==> src/rtl/combo_lock_pkg.sv <==
// Shared types and constants for the 4-digit combination lock.
// State encoding, digit/code sizes, timer width and pulse decoder.
package combo_lock_pkg;

  localparam int DIG_W    = 2;
  localparam int CODE_LEN = 4;
  localparam int TMR_W    = 16;

  typedef enum logic [1:0] {
    IDLE,
    ENTRY,
    OPEN,
    LOCKOUT
  } state_t;

  // Returns {valid, index}; valid only for exactly one bit set.
  function automatic logic [DIG_W:0] decode_pulse(
    input logic [3:0] p
  );
    logic [DIG_W:0] r;
    r = '0;
    case (p)
      4'b0001: r = {1'b1, 2'd0};
      4'b0010: r = {1'b1, 2'd1};
      4'b0100: r = {1'b1, 2'd2};
      4'b1000: r = {1'b1, 2'd3};
      default: r = '0;
    endcase
    return r;
  endfunction

endpackage

==> src/rtl/combo_timer.sv <==
// Loadable down-counter with zero flag, shared by timeout/open/lockout.
// Ports: Clock, Resetn, load, val -> zero (count == 0).
module combo_timer
  import combo_lock_pkg::*;
(
  input  logic             Clock,
  input  logic             Resetn,
  input  logic             load,
  input  logic [TMR_W-1:0] val,
  output logic             zero
);

  logic [TMR_W-1:0] count;

  always_ff @(posedge Clock or negedge Resetn) begin
    if (!Resetn) begin
      count <= '0;
    end else if (load) begin
      count <= val;
    end else if (count != '0) begin
      count <= count - 1'b1;
    end
  end

  assign zero = (count == '0);

endmodule

==> src/rtl/combo_lock_fsm.sv <==
// Combination lock FSM: 4-digit code entry, timeout, open hold, lockout.
// Ports: Clock, Resetn, pulse[3:0] -> unlock, error, locked_out, digit_cnt.
module combo_lock_fsm
  import combo_lock_pkg::*;
#(
  parameter int CODE0       = 2,
  parameter int CODE1       = 0,
  parameter int CODE2       = 3,
  parameter int CODE3       = 1,
  parameter int TIMEOUT_CYC = 16,
  parameter int OPEN_CYC    = 8,
  parameter int LOCKOUT_CYC = 32,
  parameter int MAX_FAIL    = 3
) (
  input  logic       Clock,
  input  logic       Resetn,
  input  logic [3:0] pulse,
  output logic       unlock,
  output logic       error,
  output logic       locked_out,
  output logic [2:0] digit_cnt
);

  localparam logic [DIG_W-1:0] C0 = DIG_W'(CODE0);
  localparam logic [DIG_W-1:0] C1 = DIG_W'(CODE1);
  localparam logic [DIG_W-1:0] C2 = DIG_W'(CODE2);
  localparam logic [DIG_W-1:0] C3 = DIG_W'(CODE3);

  localparam logic [TMR_W-1:0] TO_L = TMR_W'(TIMEOUT_CYC - 1);
  localparam logic [TMR_W-1:0] OP_L = TMR_W'(OPEN_CYC - 1);
  localparam logic [TMR_W-1:0] LO_L = TMR_W'(LOCKOUT_CYC - 1);
  localparam logic [2:0]       MF   = 3'(MAX_FAIL);

  localparam logic [CODE_LEN-2:0][DIG_W-1:0] HEAD = {C2, C1, C0};

  state_t state, state_n;

  // Last digit resolves the entry at once, so only the first three are held.
  logic [CODE_LEN-2:0][DIG_W-1:0] digs, digs_n;

  logic       mism, mism_n;
  logic [2:0] fails, fails_n, fails_inc;
  logic [2:0] cnt_n;
  logic       unlock_n, error_n, lock_n;

  logic             tmr_load;
  logic [TMR_W-1:0] tmr_val;
  logic             tmr_zero;

  logic             ev, valid, hit, ok;
  logic [DIG_W-1:0] idx, want;
  logic [DIG_W:0]   dec;

  combo_timer u_timer (
    .Clock  (Clock),
    .Resetn (Resetn),
    .load   (tmr_load),
    .val    (tmr_val),
    .zero   (tmr_zero)
  );

  assign ev    = |pulse;
  assign dec   = decode_pulse(pulse);
  assign valid = dec[DIG_W];
  assign idx   = dec[DIG_W-1:0];

  always_comb begin
    want = C0;
    unique case (digit_cnt[1:0])
      2'd0: want = C0;
      2'd1: want = C1;
      2'd2: want = C2;
      2'd3: want = C3;
    endcase
  end

  assign hit = valid && (idx == want);
  assign ok  = !mism && hit && (digs == HEAD);

  assign fails_inc = (fails == MF) ? fails : fails + 3'd1;

  always_comb begin
    state_n  = state;
    digs_n   = digs;
    mism_n   = mism;
    fails_n  = fails;
    cnt_n    = digit_cnt;
    unlock_n = unlock;
    error_n  = 1'b0;
    lock_n   = locked_out;
    tmr_load = 1'b0;
    tmr_val  = TO_L;
    unique case (state)
      IDLE: begin
        if (ev) begin
          digs_n[0] = idx;
          mism_n    = !hit;
          cnt_n     = 3'd1;
          tmr_load  = 1'b1;
          state_n   = ENTRY;
        end
      end
      ENTRY: begin
        if (ev) begin
          tmr_load = 1'b1;
          if (digit_cnt == 3'd3) begin
            cnt_n  = 3'd0;
            mism_n = 1'b0;
            if (ok) begin
              state_n  = OPEN;
              unlock_n = 1'b1;
              fails_n  = 3'd0;
              tmr_val  = OP_L;
            end else begin
              error_n = 1'b1;
              fails_n = fails_inc;
              if (fails_inc == MF) begin
                state_n = LOCKOUT;
                lock_n  = 1'b1;
                tmr_val = LO_L;
              end else begin
                state_n = IDLE;
              end
            end
          end else begin
            digs_n[digit_cnt[1:0]] = idx;
            mism_n = mism | !hit;
            cnt_n  = digit_cnt + 3'd1;
          end
        end else if (tmr_zero) begin
          state_n = IDLE;
          cnt_n   = 3'd0;
          mism_n  = 1'b0;
        end
      end
      OPEN: begin
        if (tmr_zero) begin
          state_n  = IDLE;
          unlock_n = 1'b0;
        end
      end
      LOCKOUT: begin
        if (tmr_zero) begin
          state_n = IDLE;
          lock_n  = 1'b0;
          fails_n = 3'd0;
        end
      end
      default: state_n = IDLE;
    endcase
  end

  always_ff @(posedge Clock or negedge Resetn) begin
    if (!Resetn) begin
      state      <= IDLE;
      digs       <= '0;
      mism       <= 1'b0;
      fails      <= 3'd0;
      digit_cnt  <= 3'd0;
      unlock     <= 1'b0;
      error      <= 1'b0;
      locked_out <= 1'b0;
    end else begin
      state      <= state_n;
      digs       <= digs_n;
      mism       <= mism_n;
      fails      <= fails_n;
      digit_cnt  <= cnt_n;
      unlock     <= unlock_n;
      error      <= error_n;
      locked_out <= lock_n;
    end
  end

endmodule

==> config.mk <==
export PLATFORM = sky130hd
export DESIGN_NAME = combo_lock_fsm
export DESIGN_NICKNAME = d
export VERILOG_FILES = /design/src/rtl/combo_lock_pkg.sv /design/src/rtl/combo_timer.sv /design/src/rtl/combo_lock_fsm.sv
export SDC_FILE = /design/constraint.sdc
export NUM_CORES = 1
export LEC_CHECK = 0
export BUFFER_PORTS_ARGS = -buffer_cell sky130_fd_sc_hd__buf_2
export CELL_PAD_IN_SITES_DETAIL_PLACEMENT = 1
export CELL_PAD_IN_SITES_GLOBAL_PLACEMENT = 1
export CORE_ASPECT_RATIO = 0.8
export CORE_MARGIN = 2
export CORE_UTILIZATION = 25
export CTS_BUF_LIST = sky130_fd_sc_hd__clkbuf_8
export DETAILED_ROUTE_END_ITERATION = 16
export PLACE_DENSITY = 0.48
export SLEW_MARGIN = 20
export SYNTH_ARGS = -nofsm -noshare
export SYNTH_HDL_FRONTEND = slang
export SYNTH_SLANG_ARGS = --single-unit
==> constraint.sdc <==
create_clock -name Clock -period 5.6 [get_ports Clock]
set_clock_uncertainty 0.1 [all_clocks]
set_input_delay 0.28 -clock Clock [delete_from_list [all_inputs] [get_ports Clock]]
set_output_delay 0.28 -clock Clock [all_outputs]
set_load 0.01 [all_outputs]
==> results of run 1 <==
final timing paths:
path,end,cells after the start
setup / recovery,fails[0],8
hold / removal,u_timer.count[11],1
setup reg to reg,fails[0],8
hold reg to reg,digs[4],1
max in group asynchronous,u_timer.count[3],1
min in group Clock,digs[4],1
registers in the layout, indices dropped and copies added, names as in the netlist:
register       cells
fails              3
unlock             1
mism               1
error              1
locked_out         1
state              2
digit_cnt          3
digs               6
u_timer.count     16
through the flow:
step,std cells,power [mW],instance area [um^2]
floorplan,206,0.605,1880
global placement,303,0.709,2040
detailed placement,303,0.704,2040
CTS,309,0.895,2130
global route,309,0.965,2130
finish,309,0.877,2130
worst reg2reg max path: stages (launching register included):
cell	delay, ns
dfrtp_1	0.40
inv_1	0.12
ha_1	0.25
or2_2	0.30
nor4_1	0.24
a211oi_1	0.11
nor3_2	0.62
nor4_1	0.11
a211o_1	0.29
kinds of logic after synthesis:
kind of cell / share of synthesized area [%]
DFF: 45.2
xor gates and xnor gates: 6.05
adders and majority gates: 4.65
AOI/OAI and AO/OA: 11.9
buffers and inverters: 1.99
muxes: 4.65
and+or+nand+nor: 25.5
routing by layer:
layer  vias up  track usage [%]
met1       697             18.4
met5         -                0
li1        740                -
met3         5             2.81
met4         0             4.05
met2         7             17.9
power groups by stage:
stage / clock network (mW) / registers, mW / logic, mW
floorplan: 0 / 0.363 / 0.241
finish: 0.180 / 0.379 / 0.318
detailed placement: 0 / 0.382 / 0.322
CTS: 0.193 / 0.378 / 0.324
global placement: 0 / 0.383 / 0.326
global route: 0.206 / 0.392 / 0.367
final cells by class:
type	instances	area share, %
clock buffers	6	3.88
well taps	90	5.30
repair buffers	12	2.94
flip-flops and latches	34	40.0
inverters	5	0.883
multi-input cells	162	47.0
cells in the final DEF (no fill, tap or decap), types with 2 or more instances in the layout:
cell	Yosys	layout
a211o_1	2	2
a21oi_1	11	11
a31oi_1	2	2
buf_2	0	11
clkbuf_8	0	6
dfrtp_1	34	34
ha_1	7	7
inv_1	5	5
mux2_2	6	6
mux2i_1	2	2
nand2_1	24	24
nand2b_1	6	6
nand3_1	5	5
nor2_1	27	27
nor2b_1	2	2
nor3_1	12	11
nor4_1	6	6
o21a_1	3	3
o21ai_0	11	11
o22ai_1	2	2
or2_2	3	3
or3_1	2	2
or4_4	2	2
xnor2_1	8	8
xor2_1	5	5
==> metrics.cfg, run 1 <==
[setup_path]
path_delay_family=simple AND/OR/NAND/NOR gates
endpoint_kind=flip-flop
crit_type=flip-flop to flip-flop
arrival_ns=2.72
worst-path-max-fanout=12
cp_common_cell=nor4_1
crit_required_ns=5.66
critPathBufInv=1
cp_slowest_stage_delay_ns=0.62
start_kind=flip-flop
crit_path_top_delay_cell=nor3_2
setup.worst_path.start=digit_cnt[0]
r2r-start=digit_cnt[0]
reg2reg_slack_ns=2.94
cp_cell_sequence=inv_1, ha_1, or2_2, nor4_1, a211oi_1, nor3_2, nor4_1, a211o_1

[pwr]
switching_power_mw=0.338
power.share.clock_pct=20.5
power_density_nw_per_um2=412
ir_drop_v=0.000140
p_int_mw=0.539
pwr-share-comb_pct=36.3
p_sw_share_pct=38.5
seqPwrFrac_pct=43.2
leakage_nw=0.936

[clock_network]
cts-buffers-inserted=5
cts_resized=0
clk_pin_slew_worst_paths_ns=0.07
cts_max_level=2
post_cts.repair.setup_buffers=0
clock_latency_ns=0.28
cts_tree=built
cts_buffer_depth=2
cts_root_buf=clkbuf_8
hold_buffers=0
cts_sinks=34

[logic_synthesis]
yosysWarnings=0
async_flop_share_pct=100
ys_top_cells_by_count=dfrtp_1 (34), nor2_1 (27), nand2_1 (24), nor3_1 (12)
ys_ff_latch=34
ys.flop_type=dfrtp_1
synthTopCellsByArea=dfrtp_1 (45%), nor2_1 (5.4%), nand2_1 (4.8%)
syn_inst=206
syn-num-nets=219
postSynthAreaPerCell_um2=9.13
syn-cell-area_um2=1880
synth_largest_area_cell=dfrtp_1
ys_types=38
synth_top_area_share_pct=45.2
seq_area_frac_synth_pct=45.2
synth_edf_count=0
yosysMostFrequentCell=dfrtp_1

[route]
met1Wirelength_mm=2.51
top_layer_used=met4
vias=1449
drt_wl_total_mm=4.54
wl_met2_mm=1.87
wire_per_inst_um=14.7
ant_nets=0
dr_wl_met3_um=97
via_per_inst=4.69
drc=0
drt_iter0_markers=29
first_pass_iters=4

[sta]
worst_slack_ns=2.94
timing.hold.ws_ns=-0.0171
fin_tns_setup_ns=0
slew_headroom_pct=43.4
hold_viol_final=25
rsz0062_at_grt=false
slew_violations=0
tightest_slew_ns=0.841
setup_viol=0
timing.final.crit_share_pct=47.5
period_needed_ns=2.66
fmax_mhz=376

[grt]
grt_pass1_vias=1548
grt_max_degree=35
antenna_found_initial=0
grt_usage_pct=12.5
gr-total-overflow=0
grt_pass1_wl_mm=8.02

[placed_design]
place.port_buffers=11
dp_slack_ns=2.95
routabilityCongestion=0.702
place_hpwl_mm=3.20

[run]
cap_viol_max_count=0

[worst_hold_path]
hp-class=primary input to asynchronous set/reset pin

[die]
ios=12
die_w_um=101
start_util_pct=25.6
core-area_um2=7360
die_h_um=81.6
die_area_um2=8240
fp-row-count=28

[cells_and_area]
multi_input_area_um2=998
layout.nets=233
final_util_pct=28.9
seq_area_um2=851
num_antenna_cells=0
layout-drive-gt1-share_pct=14.2
n_fill_cell=864
area_delta_synth_final_pct=13.0

[run_status]
violations=negative hold slack
status=complete, but fails checks

(Power assumes the default switching activity.)
==> inputs of run 2 (changes only) <==
==> constraint.sdc (replaced) <==
create_clock -name Clock -period 2.5 [get_ports Clock]
set_clock_uncertainty 0.1 [all_clocks]
set_input_delay 0.125 -clock Clock [delete_from_list [all_inputs] [get_ports Clock]]
set_output_delay 0.125 -clock Clock [all_outputs]
set_load 0.01 [all_outputs]
==> metrics.cfg, run 2 (same netlist as run 1, synthesis figures left out) <==
[pwr]
p_sw_share_pct=39.0
leakage_nw=1.02
power.share.clock_pct=19.8
power_density_nw_per_um2=878
pwr-share-comb_pct=38.6
switching_power_mw=0.776
ir_drop_v=0.000375
seqPwrFrac_pct=41.6
p_int_mw=1.22

[die]
die_w_um=101
ios=12
fp-row-count=28
core-area_um2=7360
die_h_um=81.6
die_area_um2=8240
start_util_pct=25.6

[sta]
tightest_slew_ns=0.818
fmax_mhz=423
timing.final.crit_share_pct=94.7
period_needed_ns=2.37
slew_violations=0
rsz0062_at_grt=false
slew_headroom_pct=45.5
fin_tns_setup_ns=0
setup_viol=0
hold_viol_final=0

[run_status]
status=finished clean

[grt]
grtUsageMet3_pct=2.81
grt_pass1_vias=1624
grt_usage_pct=12.6
met2_usage_pct=18.2
top_usage_layer=met1
grt_max_degree=35
grt_pass1_wl_mm=7.98
gr-total-overflow=0
met1_usage_pct=18.7
antenna_found_initial=0

[cells_and_area]
final_common_cell=dfrtp_1
num_antenna_cells=0
top_register=u_timer.count
layout.nets=249
fin_cells=326
mostFrequentLayoutCells=dfrtp_1 (34), nor2_1 (26), nand2_1 (24), buf_4 (15)
area_delta_synth_final_pct=20.5
reg_top3=u_timer.count (16), digs (6)
layout-drive-gt1-share_pct=21.6
largest_reg_flops=16

[placed_design]
dp.cells=314
place_hpwl_mm=3.41
place.port_buffers=11
routabilityCongestion=0.744

[route]
vias=1552
first_pass_iters=4
wire_per_inst_um=14.4
drc=0
via_per_inst=4.76
ant_nets=0
drt_iter0_markers=49
drt_wl_total_mm=4.70

[setup_path]
crit_required_ns=2.58
cp_slowest_stage_delay_ns=0.41
crit_type=flip-flop to flip-flop
worst-path-max-fanout=5
endpoint_kind=flip-flop
start_kind=flip-flop
crit_path_top_delay_cell=dfrtp_1
arrival_ns=2.45
cp_common_cell=buf_4
cp_cell_sequence=inv_1, ha_1, or2_2, o22ai_1, a211oi_2, nor3_2, buf_4, buf_4, nor3_1, o21a_1

[clock_network]
cts_root_buf=clkbuf_8
cts-buffers-inserted=5
clock_latency_ns=0.28
cts_tree=built
clk_pin_slew_worst_paths_ns=0.07
cts_sinks=34
cts_max_level=2
cts_buffer_depth=2

[worst_hold_path]
hp-class=primary input to flip-flop

[run]
cap_viol_max_count=0

## run 2: cell types whose count changed in the layout (fill, tap and decap cells not counted), sizes merged
| cell | previous run | this run |
|---|---|---|
| clkinv | 0 | 2 |
| buf | 12 | 26 |
| clkbuf | 6 | 5 |
| dlygate4sd3 | 0 | 1 |
| clkdlybuf4s15 | 0 | 1 |
## run 2: power by group through the flow
stage	sequential (mW)	clock (mW)	combinational (mW)
final	0.828	0.395	0.768
after global routing	0.856	0.436	0.878
after CTS	0.828	0.411	0.779
after detailed placement	0.838	0	0.771
after global placement	0.840	0	0.777
after floorplan	0.814	0	0.540
## run 2: through the flow
stage	power, mW	hold slack [ns]	util [%]	setup slack (ns)	instance area [um^2]
detailed placement	1.61	0.183	28.8	0.0991	2120
global placement	1.62	0.165	28.8	0.106	2120
floorplan	1.35	-0.271	-	0.140	1880
finish	1.99	0.302	30.8	0.133	2270
global route	2.17	0.320	30.8	0.0207	2270
CTS	2.02	0.283	30.0	0.0863	2210
## run 2: critical path, delay by kind of cell, from the launching register on
kind,cells,cell delay (ns)
buffers and inverters,3,0.41
adder cells (fa/ha/maj),1,0.19
AO/OA/AOI/OAI,3,0.53
flip-flops,1,0.41
AND/OR/NAND/NOR,3,0.62
## run 2: worst paths after layout
path                               from           endpoint  slack, ns  cells after the start
setup reg to reg           digit_cnt[1]           fails[2]       0.13                     10
min in group asynchronous        Resetn  u_timer.count[15]       0.38                      2
setup / recovery           digit_cnt[1]           fails[2]       0.13                     10
hold / removal                 pulse[1]            digs[5]       0.30                      3
max in group asynchronous        Resetn   u_timer.count[2]       1.41                      2
hold reg to reg                 digs[4]            digs[4]       0.41                      1
## run 2: routing by layer
layer  wire [um]  up-vias
met5           0        -
met2        1910       11
met1        2660      761
met3          93        2
met4          34        0
li1            -      778
## run 2: layout make-up
cell class	count	area [um^2]
Clock buffer	5	68.8
Clock inverter	2	10.0
Fill cell	861	5090
Inverter	5	18.8
Multi-Input combinational cell	162	1020
Sequential cell	34	851
Tap cell	90	113
Timing Repair Buffer	28	189
## run 2: repair_timing
| item | 4_1_cts | 5_1_grt |
|---|---|---|
| resized for setup | 0 | 4 |
| endpoints found under the setup margin | 0 | 1 |
| buffers inserted | 0 | 3 |
| endpoints found under the hold margin | 34 | 0 |
| hold buffers | 1 | 0 |
==> inputs of run 3 (changes only) <==
--- a/config.mk
+++ b/config.mk
@@ -9,7 +9,7 @@
 export CELL_PAD_IN_SITES_DETAIL_PLACEMENT = 1
 export CELL_PAD_IN_SITES_GLOBAL_PLACEMENT = 1
 export CORE_ASPECT_RATIO = 0.8
-export CORE_MARGIN = 2
+export CORE_MARGIN = 4
 export CORE_UTILIZATION = 25
 export CTS_BUF_LIST = sky130_fd_sc_hd__clkbuf_8
 export DETAILED_ROUTE_END_ITERATION = 16
==> metrics.cfg, run 3 (same netlist as run 1, synthesis figures left out) <==
[run_status]
status=finished clean

[worst_hold_path]
hp-class=primary input to flip-flop

[route]
wire_per_inst_um=14.5
ant_nets=0
first_pass_iters=4
drt_wl_total_mm=4.71
drt_iter0_markers=26
via_per_inst=4.71
drc=0
vias=1530

[grt]
grt_pass1_vias=1620
grt_pass1_wl_mm=8.12
gr-total-overflow=0
grt_usage_pct=11.2
grt_max_degree=35
antenna_found_initial=0

[die]
core-area_um2=7360
die_h_um=85.6
ios=12
die_area_um2=8990
start_util_pct=25.6
fp-row-count=28
die_w_um=105

[sta]
timing.final.crit_share_pct=94.7
hold_viol_final=0
tightest_slew_ns=0.989
period_needed_ns=2.37
slew_headroom_pct=33.8
fin_tns_setup_ns=0
slew_violations=0
setup_viol=0
timing.hold.ws_ns=0.293
worst_slack_ns=0.133
fmax_mhz=423

[cells_and_area]
reg_top3=u_timer.count (16), digs (6)
largest_reg_flops=16
layout-drive-gt1-share_pct=20.9
final_common_cell=dfrtp_1
layout.nets=247
fin_cells=325
num_antenna_cells=0
area_delta_synth_final_pct=21.6
top_register=u_timer.count
mostFrequentLayoutCells=dfrtp_1 (34), nor2_1 (27), nand2_1 (24), buf_4 (14), nor3_1 (12)

[setup_path]
start_kind=flip-flop
crit_required_ns=2.55
cp_common_cell=or4_4
crit_path_top_delay_cell=or4_4
cp_slowest_stage_delay_ns=0.56
crit_type=flip-flop to flip-flop
worst-path-max-fanout=4
cp_cell_sequence=or4_4, or4_4, or4_1, xor2_1, nor2_1
arrival_ns=2.41
endpoint_kind=flip-flop

[placed_design]
place_hpwl_mm=3.40
routabilityCongestion=0.722
place.port_buffers=11
dp_slack_ns=0.0960
dp.cells=312

[pwr]
p_total_mw=2.12
leakage_nw=1.01
ir_drop_v=0.000236
power_density_nw_per_um2=925

[clock_network]
cts_sinks=34
clock_latency_ns=0.29
cts_tree=built
cts_max_level=2
cts-buffers-inserted=5
clk_pin_slew_worst_paths_ns=0.08
cts_root_buf=clkbuf_8
cts_buffer_depth=2

[run]
cap_viol_max_count=0

run 3: cell count changes in the layout (fill, tap and decap cells not counted):
cell,previous run,this run
nor2_2,1,0
ha_2,0,1
nor3_1,11,12
buf_4,15,14
nor4_4,0,1
nor4_2,3,2
nor3_2,1,0
ha_1,7,6
clkinvlp_4,0,2
clkinv_2,2,0
bufinv_16,0,1
clkdlybuf4s15_2,1,0
nor2_1,26,27
run 3: worst paths after layout:
check                                 startpoint                 to  slack (ns)  cells past startpoint
worst max-delay path            u_timer.count[9]  u_timer.count[15]        0.13                      5
worst min-delay path                    pulse[1]            digs[1]        0.29                      3
worst max register to register  u_timer.count[9]  u_timer.count[15]        0.13                      5
worst min register to register           digs[4]            digs[4]        0.41                      1
max in group asynchronous                 Resetn            digs[5]        1.42                      2
min in group asynchronous                 Resetn  u_timer.count[14]        0.36                      2
run 3: layer usage:
layer,GRT usage (%),up-vias,wire (um)
met5,0,-,0
met4,3.22,0,38
met3,2.71,4,99
met2,17.4,6,2120
met1,15.6,749,2460
li1,-,771,-
run 3: repair_timing:
item / CTS / global route
hold endpoints to repair: 34 / 0
setup buffers: 0 / 4
hold buffers: 1 / 0
gates resized for setup: 0 / 5
endpoints found under the setup margin: 0 / 5
run 3: where the power goes:
part           total [mW]  switching, mW  internal, mW  leakage [nW]
logic               0.758          0.429         0.329         0.527
clock network       0.520          0.223         0.297        0.0504
registers           0.839          0.145         0.694         0.437
total                2.12          0.797          1.32          1.01
run 3: per-stage QoR:
step	util [%]	instance area, um^2
after CTS	30.3	2230
after detailed placement	28.6	2110
after global placement	28.6	2110
final	31.1	2290
after floorplan	-	1880
after global routing	31.1	2290
run 3: final cells by class:
| class | instances | area [um^2] |
|---|---|---|
| Clock inverter | 3 | 45.0 |
| Fill cell | 862 | 5070 |
| Inverter | 5 | 18.8 |
| Sequential cell | 34 | 851 |
| Multi-Input combinational cell | 162 | 1020 |
| Timing Repair Buffer | 26 | 170 |
| Clock buffer | 5 | 68.8 |
| Tap cell | 90 | 113 |
run 3: critical path: cells and delay by family, from the launching register on:
family           cells  cell delay [ns]
XOR/XNOR             1             0.14
flip-flops           1             0.41
AND/OR/NAND/NOR      4             1.57
